## config.mk

```make
export PLATFORM = sky130hd
export DESIGN_NAME = arith_cmd_sequencer
export DESIGN_NICKNAME = d
export VERILOG_FILES = /design/src/rtl/arith_cmd_sequencer.sv
export SDC_FILE = /design/constraint.sdc
export NUM_CORES = 1
export LEC_CHECK = 0
export ABC_AREA = 1
export CAP_MARGIN = 30
export CORE_MARGIN = 5
export CORE_UTILIZATION = 53
export CTS_CLUSTER_SIZE = 28
export DETAILED_ROUTE_END_ITERATION = 6
export GPL_ROUTABILITY_DRIVEN = 0
export HOLD_SLACK_MARGIN = 0.05
export PLACE_DENSITY_LB_ADDON = 0.15
export SLEW_MARGIN = 20
export SYNTH_ARGS = -nofsm -noshare
export SYNTH_HDL_FRONTEND = slang
export SYNTH_SLANG_ARGS = --single-unit
```

## constraint.sdc

```tcl
create_clock -name i_clk -period 4.9 [get_ports i_clk]
set_input_delay 0.49 -clock i_clk [delete_from_list [all_inputs] [get_ports i_clk]]
set_output_delay 0.49 -clock i_clk [all_outputs]
set_load 0.01 [all_outputs]
```

## src/rtl/arith_cmd_sequencer.sv

```systemverilog
// arith_cmd_sequencer
//
// Initiator side of the synchronous arithmetic unit interface. A command
// (A, B, op) is accepted over a valid/ready handshake, forwarded on registered
// operand/opcode outputs, and the unit's registered result and status are
// captured two edges later and pushed into a small response FIFO. The FIFO
// head is presented show-ahead on a valid/ready output. A saturating counter
// tracks responses whose status ERROR bit was set.
//
// Optional build macro: ALU_CHECK_EN
//   When defined, every captured non-error response has its ZEROS,
//   NOT_EVEN_ZERO and OVERFLOW status bits cross-checked against the
//   result; any inconsistency sets the sticky o_chk_fail flag.
//   When undefined, o_chk_fail is tied low and no check logic exists.
//
// Ports:
//   i_clk, i_reset            clock, asynchronous active-high reset
//   i_cmd_valid/o_cmd_ready   command handshake
//   i_cmd_A/B/op              command operands and opcode
//   o_alu_A/B/op              registered operands/opcode to arithmetic unit
//   i_alu_result/status       registered result/status from arithmetic unit
//   o_rsp_valid/i_rsp_ready   response FIFO head handshake
//   o_rsp_result/status/op    response FIFO head contents
//   o_busy                    command in flight (EXEC or WAIT)
//   o_err_count               saturating count of ERROR responses
//   o_chk_fail                sticky status-consistency failure

module arith_cmd_sequencer #(
    parameter int BITS       = 32,
    parameter int FIFO_DEPTH = 4,
    parameter int ERR_CNT_W  = 8
) (
    input  logic                 i_clk,
    input  logic                 i_reset,
    input  logic                 i_cmd_valid,
    output logic                 o_cmd_ready,
    input  logic [BITS-1:0]      i_cmd_A,
    input  logic [BITS-1:0]      i_cmd_B,
    input  logic [1:0]           i_cmd_op,
    output logic [BITS-1:0]      o_alu_A,
    output logic [BITS-1:0]      o_alu_B,
    output logic [1:0]           o_alu_op,
    input  logic [BITS-1:0]      i_alu_result,
    input  logic [3:0]           i_alu_status,
    output logic                 o_rsp_valid,
    input  logic                 i_rsp_ready,
    output logic [BITS-1:0]      o_rsp_result,
    output logic [3:0]           o_rsp_status,
    output logic [1:0]           o_rsp_op,
    output logic                 o_busy,
    output logic [ERR_CNT_W-1:0] o_err_count,
    output logic                 o_chk_fail
);

    localparam int PTR_W = (FIFO_DEPTH > 1) ? $clog2(FIFO_DEPTH) : 1;
    localparam int CNT_W = PTR_W + 1;
    localparam logic [CNT_W-1:0]     DEPTH_C = CNT_W'(FIFO_DEPTH);
    localparam logic [ERR_CNT_W-1:0] ERR_MAX = {ERR_CNT_W{1'b1}};

    typedef enum logic [1:0] {
        S_IDLE = 2'd0,
        S_EXEC = 2'd1,
        S_WAIT = 2'd2
    } state_t;

    state_t state;
    state_t state_next;

    logic accept;
    logic push;
    logic pop;

    logic [1:0]       pending_op;
    logic [PTR_W-1:0] wr_ptr;
    logic [PTR_W-1:0] rd_ptr;
    logic [PTR_W-1:0] rd_ptr_next;
    logic [CNT_W-1:0] count;
    logic [CNT_W-1:0] count_after_pop;
    logic [CNT_W-1:0] count_next;

    logic [BITS-1:0] mem_result [FIFO_DEPTH];
    logic [3:0]      mem_status [FIFO_DEPTH];
    logic [1:0]      mem_op     [FIFO_DEPTH];

    // Sequencing FSM: next state, admission and handshake decode.
    // Ready is masked by reset so every output reads 0 while reset is held.
    always_comb begin
        state_next  = state;
        o_cmd_ready = 1'b0;
        accept      = 1'b0;
        push        = 1'b0;
        case (state)
            S_IDLE: begin
                o_cmd_ready = !i_reset && (count < DEPTH_C);
                accept      = i_cmd_valid && !i_reset && (count < DEPTH_C);
                if (accept) begin
                    state_next = S_EXEC;
                end
            end
            S_EXEC: begin
                state_next = S_WAIT;
            end
            S_WAIT: begin
                push       = 1'b1;
                state_next = S_IDLE;
            end
            default: begin
                state_next = S_IDLE;
            end
        endcase
    end

    assign o_busy      = (state == S_EXEC) || (state == S_WAIT);
    assign o_rsp_valid = (count != '0);
    assign pop         = o_rsp_valid && i_rsp_ready;

    // FIFO bookkeeping. A push can never find the FIFO full because the
    // count was checked at admission and can only have dropped since.
    always_comb begin
        rd_ptr_next     = pop ? (rd_ptr + PTR_W'(1)) : rd_ptr;
        count_after_pop = pop ? (count - CNT_W'(1)) : count;
        count_next      = push ? (count_after_pop + CNT_W'(1)) : count_after_pop;
    end

    always_ff @(posedge i_clk or posedge i_reset) begin
        if (i_reset) begin
            state      <= S_IDLE;
            o_alu_A    <= '0;
            o_alu_B    <= '0;
            o_alu_op   <= '0;
            pending_op <= '0;
            wr_ptr     <= '0;
            rd_ptr     <= '0;
            count      <= '0;
        end else begin
            state <= state_next;
            if (accept) begin
                o_alu_A    <= i_cmd_A;
                o_alu_B    <= i_cmd_B;
                o_alu_op   <= i_cmd_op;
                pending_op <= i_cmd_op;
            end
            if (push) begin
                wr_ptr <= wr_ptr + PTR_W'(1);
            end
            rd_ptr <= rd_ptr_next;
            count  <= count_next;
        end
    end

    // Storage array carries no reset; validity is tracked by count alone.
    always_ff @(posedge i_clk) begin
        if (push) begin
            mem_result[wr_ptr] <= i_alu_result;
            mem_status[wr_ptr] <= i_alu_status;
            mem_op[wr_ptr]     <= pending_op;
        end
    end

    // Show-ahead head registers. They load the entry that will be at the
    // head after this edge; when that entry is the one being pushed into an
    // otherwise empty FIFO it is taken straight from the inputs. When the
    // FIFO goes empty the registers keep the last value presented.
    always_ff @(posedge i_clk or posedge i_reset) begin
        if (i_reset) begin
            o_rsp_result <= '0;
            o_rsp_status <= '0;
            o_rsp_op     <= '0;
        end else if (count_next != '0) begin
            if (push && (count_after_pop == '0)) begin
                o_rsp_result <= i_alu_result;
                o_rsp_status <= i_alu_status;
                o_rsp_op     <= pending_op;
            end else begin
                o_rsp_result <= mem_result[rd_ptr_next];
                o_rsp_status <= mem_status[rd_ptr_next];
                o_rsp_op     <= mem_op[rd_ptr_next];
            end
        end
    end

    // Saturating count of captured responses flagged with ERROR.
    always_ff @(posedge i_clk or posedge i_reset) begin
        if (i_reset) begin
            o_err_count <= '0;
        end else if (push && i_alu_status[3] && (o_err_count != ERR_MAX)) begin
            o_err_count <= o_err_count + ERR_CNT_W'(1);
        end
    end

`ifdef ALU_CHECK_EN
    logic exp_zeros;
    logic exp_nez;
    logic status_bad;

    // Consistency of the flag bits against the captured result; only
    // meaningful when the unit did not report an error.
    always_comb begin
        exp_zeros  = (i_alu_result == '0);
        exp_nez    = ^(~i_alu_result);
        status_bad = (i_alu_status[1] != exp_zeros) ||
                     (i_alu_status[2] != exp_nez)   ||
                     i_alu_status[0];
    end

    always_ff @(posedge i_clk or posedge i_reset) begin
        if (i_reset) begin
            o_chk_fail <= 1'b0;
        end else if (push && !i_alu_status[3] && status_bad) begin
            o_chk_fail <= 1'b1;
        end
    end
`else
    assign o_chk_fail = 1'b0;
`endif

endmodule

```

==> flow_metrics.py <==
metrics = {
    "status": {
        "status": "finished clean",
    },
    "floorplan": {
        "die_area_um2": 25900,
        "io_pins": 222,
        "core_area_um2": 22500,
        "fp.dieH_um": 161,
        "num_rows": 55,
        "start_util": 0.536,
        "die_w_um": 161,
    },
    "global_route": {
        "grt_util_all_layers": 0.242,
        "grt_max_degree": 77,
        "grt_pass1_wl_um": 50300,
        "antenna_found_initial": 0,
        "grt_pass1_vias": 9523,
        "grt_overflow_total": 0,
    },
    "finish": {
        "area_delta_synth_final_pct": 28.3,
        "multi_input_comb_area_um2": 3490,
        "final_nets": 1499,
        "n_fill_cell": 1706,
        "drive_gt1_frac": 0.105,
        "diodes": 0,
        "seq_area_um2": 7590,
    },
    "worst_setup_path": {
        "criticalPathCategory": "reg2reg",
        "crit_buf_inv": 2,
        "crit_start": "count[0]",
        "arrival_ps": 3710,
        "r2r-start": "count[0]",
        "worstSetupEndpointType": "flip-flop",
        "cp_cell_sequence": "inv_1 > ha_1 > nand2_8 > nand3_2 > nand2_2 > buf_12 > nand2_1 > nand3_1 > nand2_1 > nand2_1 > nand2_1 > nand2_1 > nand2_1",
        "cp_slowest_cell": "nand2_2",
        "max_stage_delay_ps": 870,
        "cp_max_fo": 43,
        "cp.required_ps": 5330,
        "startpoint_type": "flip-flop",
        "critical_path.most_common_cell": "nand2_1",
        "crit_family": "simple AND/OR/NAND/NOR gates",
    },
    "clock_tree": {
        "cts_hold_buffers": 0,
        "clk_pin_slew_ps": 60,
        "clock_path_buffers": 3,
        "numClockSinks": 273,
        "cts_tree": "built",
        "numCtsBuffers": 29,
        "root_buffer": "clkbuf_16",
        "htree_levels": 1,
        "cts_resized": 0,
        "worst_skew_pair.late_latency_ps": 540,
        "cts_setup_buffers": 0,
    },
    "route": {
        "postRouteWirelength_um": 31000,
        "wl_per_cell_um": 18.3,
        "viasPerCell": 5.26,
        "firstDrtPassIters": 5,
        "ant_nets": 0,
        "drcViolationCount": 0,
        "vias": 8896,
        "drtIter0Drc": 692,
    },
    "sta": {
        "relSlewSlack": 0.346,
        "hold_viol": 0,
        "maxSlewViolCount": 0,
        "tightest_slew_ps": 977,
        "clock_skew_ps": 6.55,
        "totalNegativeSetupSlack_ps": 0,
        "setup-violations-final": 0,
        "fin_crit_sh": 0.669,
        "hold_ws_ps": 474,
        "fmaxAchievable_ghz": 0.305,
        "rsz0062_at_grt": "no",
        "finalCriticalPeriod_ps": 3280,
    },
    "synthesis": {
        "async_flop_share": 0.443,
        "synthSimpleGateAreaFrac": 0.205,
        "synthTopCellsByArea": "edfxtp_1, dfrtp_1, nand2_1",
        "synth.distinct_cells": 29,
        "yosysMostFrequentCell": "nand2_1",
        "synth_top_family_by_area": "simple AND/OR/NAND/NOR gates",
        "ys.flop_type": "edfxtp_1",
        "synthMuxAreaShare": 0.0616,
        "synth_xor_area_frac": 0.00654,
        "netlist_instances": 1179,
        "synth.largest_area_cell": "edfxtp_1",
        "synth-compound-area-share": 0.00342,
        "synth_top_area_share": 0.379,
        "synth_fa_ha_area_frac": 0.0104,
        "synth_warnings": 0,
        "yosys-top-cells-count": "nand2_1, nand3_1, inv_1",
        "seq_area_frac_synth": 0.630,
        "synth-seq-cells": 273,
        "synth-edff-count": 152,
        "avgSynthCellArea_um2": 10.2,
        "synth_nets": 1295,
        "syn_area_um2": 12100,
    },
    "power_and_ir_drop": {
        "power_leakage_nw": 7.07,
        "p_per_area_nw_per_um2": 639,
        "ir_drop_uv": 391,
    },
    "placement": {
        "port-buffer-count": 220,
        "dp_hpwl_um": 19600,
    },
    "min_path": {
        "hold_class": "reg2reg",
        "min_from": "o_rsp_result[14]",
    },
    "run": {
        "cap_viol_max_count": 0,
    },
}
==> kinds of logic after synthesis <==
family                   Yosys count
multiplexers                      66
adder cells (fa/ha/maj)           10
AND/OR/NAND/NOR                  574
buffers and inverters            240
other                              1
XOR/XNOR                           9
flip-flops                       273
AO/OA/AOI/OAI                      6
==> final timing paths <==
| path | to | slack [ps] | cells after the start |
|---|---|---|---|
| worst max register to register | o_rsp_result[30] | 1620 | 13 |
| min in group asynchronous | wr_ptr[0] | 500 | 2 |
| max in group asynchronous | o_rsp_result[13] | 3100 | 3 |
| worst min register to register | o_rsp_result[14] | 470 | 2 |
| worst max-delay path | o_rsp_result[30] | 1620 | 13 |
| worst min-delay path | o_rsp_result[14] | 470 | 2 |
==> power by group <==
part | internal, mW | switching [mW]
Sequential | 3.11 | 0.337
Combinational | 1.88 | 2.49
Clock | 1.21 | 0.869
==> routing by layer <==
metal / wire length (um) / vias to the layer above / part of all wire / GRT usage
li1: - / 4196 / - / -
met1: 11900 / 4279 / 0.38 / 0.296
met2: 15200 / 381 / 0.49 / 0.416
met3: 3460 / 40 / 0.11 / 0.0819
met4: 452 / 0 / 0.015 / 0.0601
met5: 0 / - / 0 / 0
==> stage by stage <==
step	utilization	setup slack (ps)	total power, mW	area, um2	std cells
after global placement	0.639	1090	7.65	14400	1629
final	0.687	1620	9.89	15500	1690
after global routing	0.687	1370	10.6	15500	1690
after detailed placement	0.645	1190	7.80	14500	1635
after floorplan	-	1180	5.98	12100	1179
after CTS	0.686	1610	9.92	15400	1688
==> worst reg2reg max path, stage by stage, from the launching register on <==
cell     delay, ps
dfrtp_1        380
inv_1          100
ha_1           270
nand2_8        120
nand3_2        590
nand2_2        870
buf_12         330
nand2_1         90
nand3_1         70
nand2_1         90
nand2_1         80
nand2_1         80
nand2_1         60
nand2_1         50
==> area by class of cell <==
| cell class | instances | share of cell area |
|---|---|---|
| clock inverter | 13 | 0.00558 |
| timing repair buffer | 235 | 0.158 |
| inverter | 178 | 0.0434 |
| sequential | 273 | 0.491 |
| tap | 285 | 0.0231 |
| clock buffer | 40 | 0.0528 |
| multi-input combinational | 666 | 0.226 |
==> layout by cell type (no fill, tap or decap), drive strengths merged, types with 4 or more instances in the layout <==
cell type / count
nand2: 358
clkdlybuf4s50: 220
nand3: 203
inv: 177
edfxtp: 152
dfrtp: 121
mux2: 66
clkbuf: 40
buf: 15
clkinv: 13
ha: 10
nor2: 8
xor2: 6
o21ai: 4
==> registers in the layout (all words and copies together), names as in the netlist <==
name and cells:
o_alu_B 32, rd_ptr 2, pending_op 2, mem_op 8, mem_result 128, o_rsp_result 32, wr_ptr 2, o_rsp_status 4
o_alu_A 32, o_rsp_op 2, count 3, state 2, o_err_count 8, mem_status 16
Note: power is estimated with default switching activity, not from simulation.
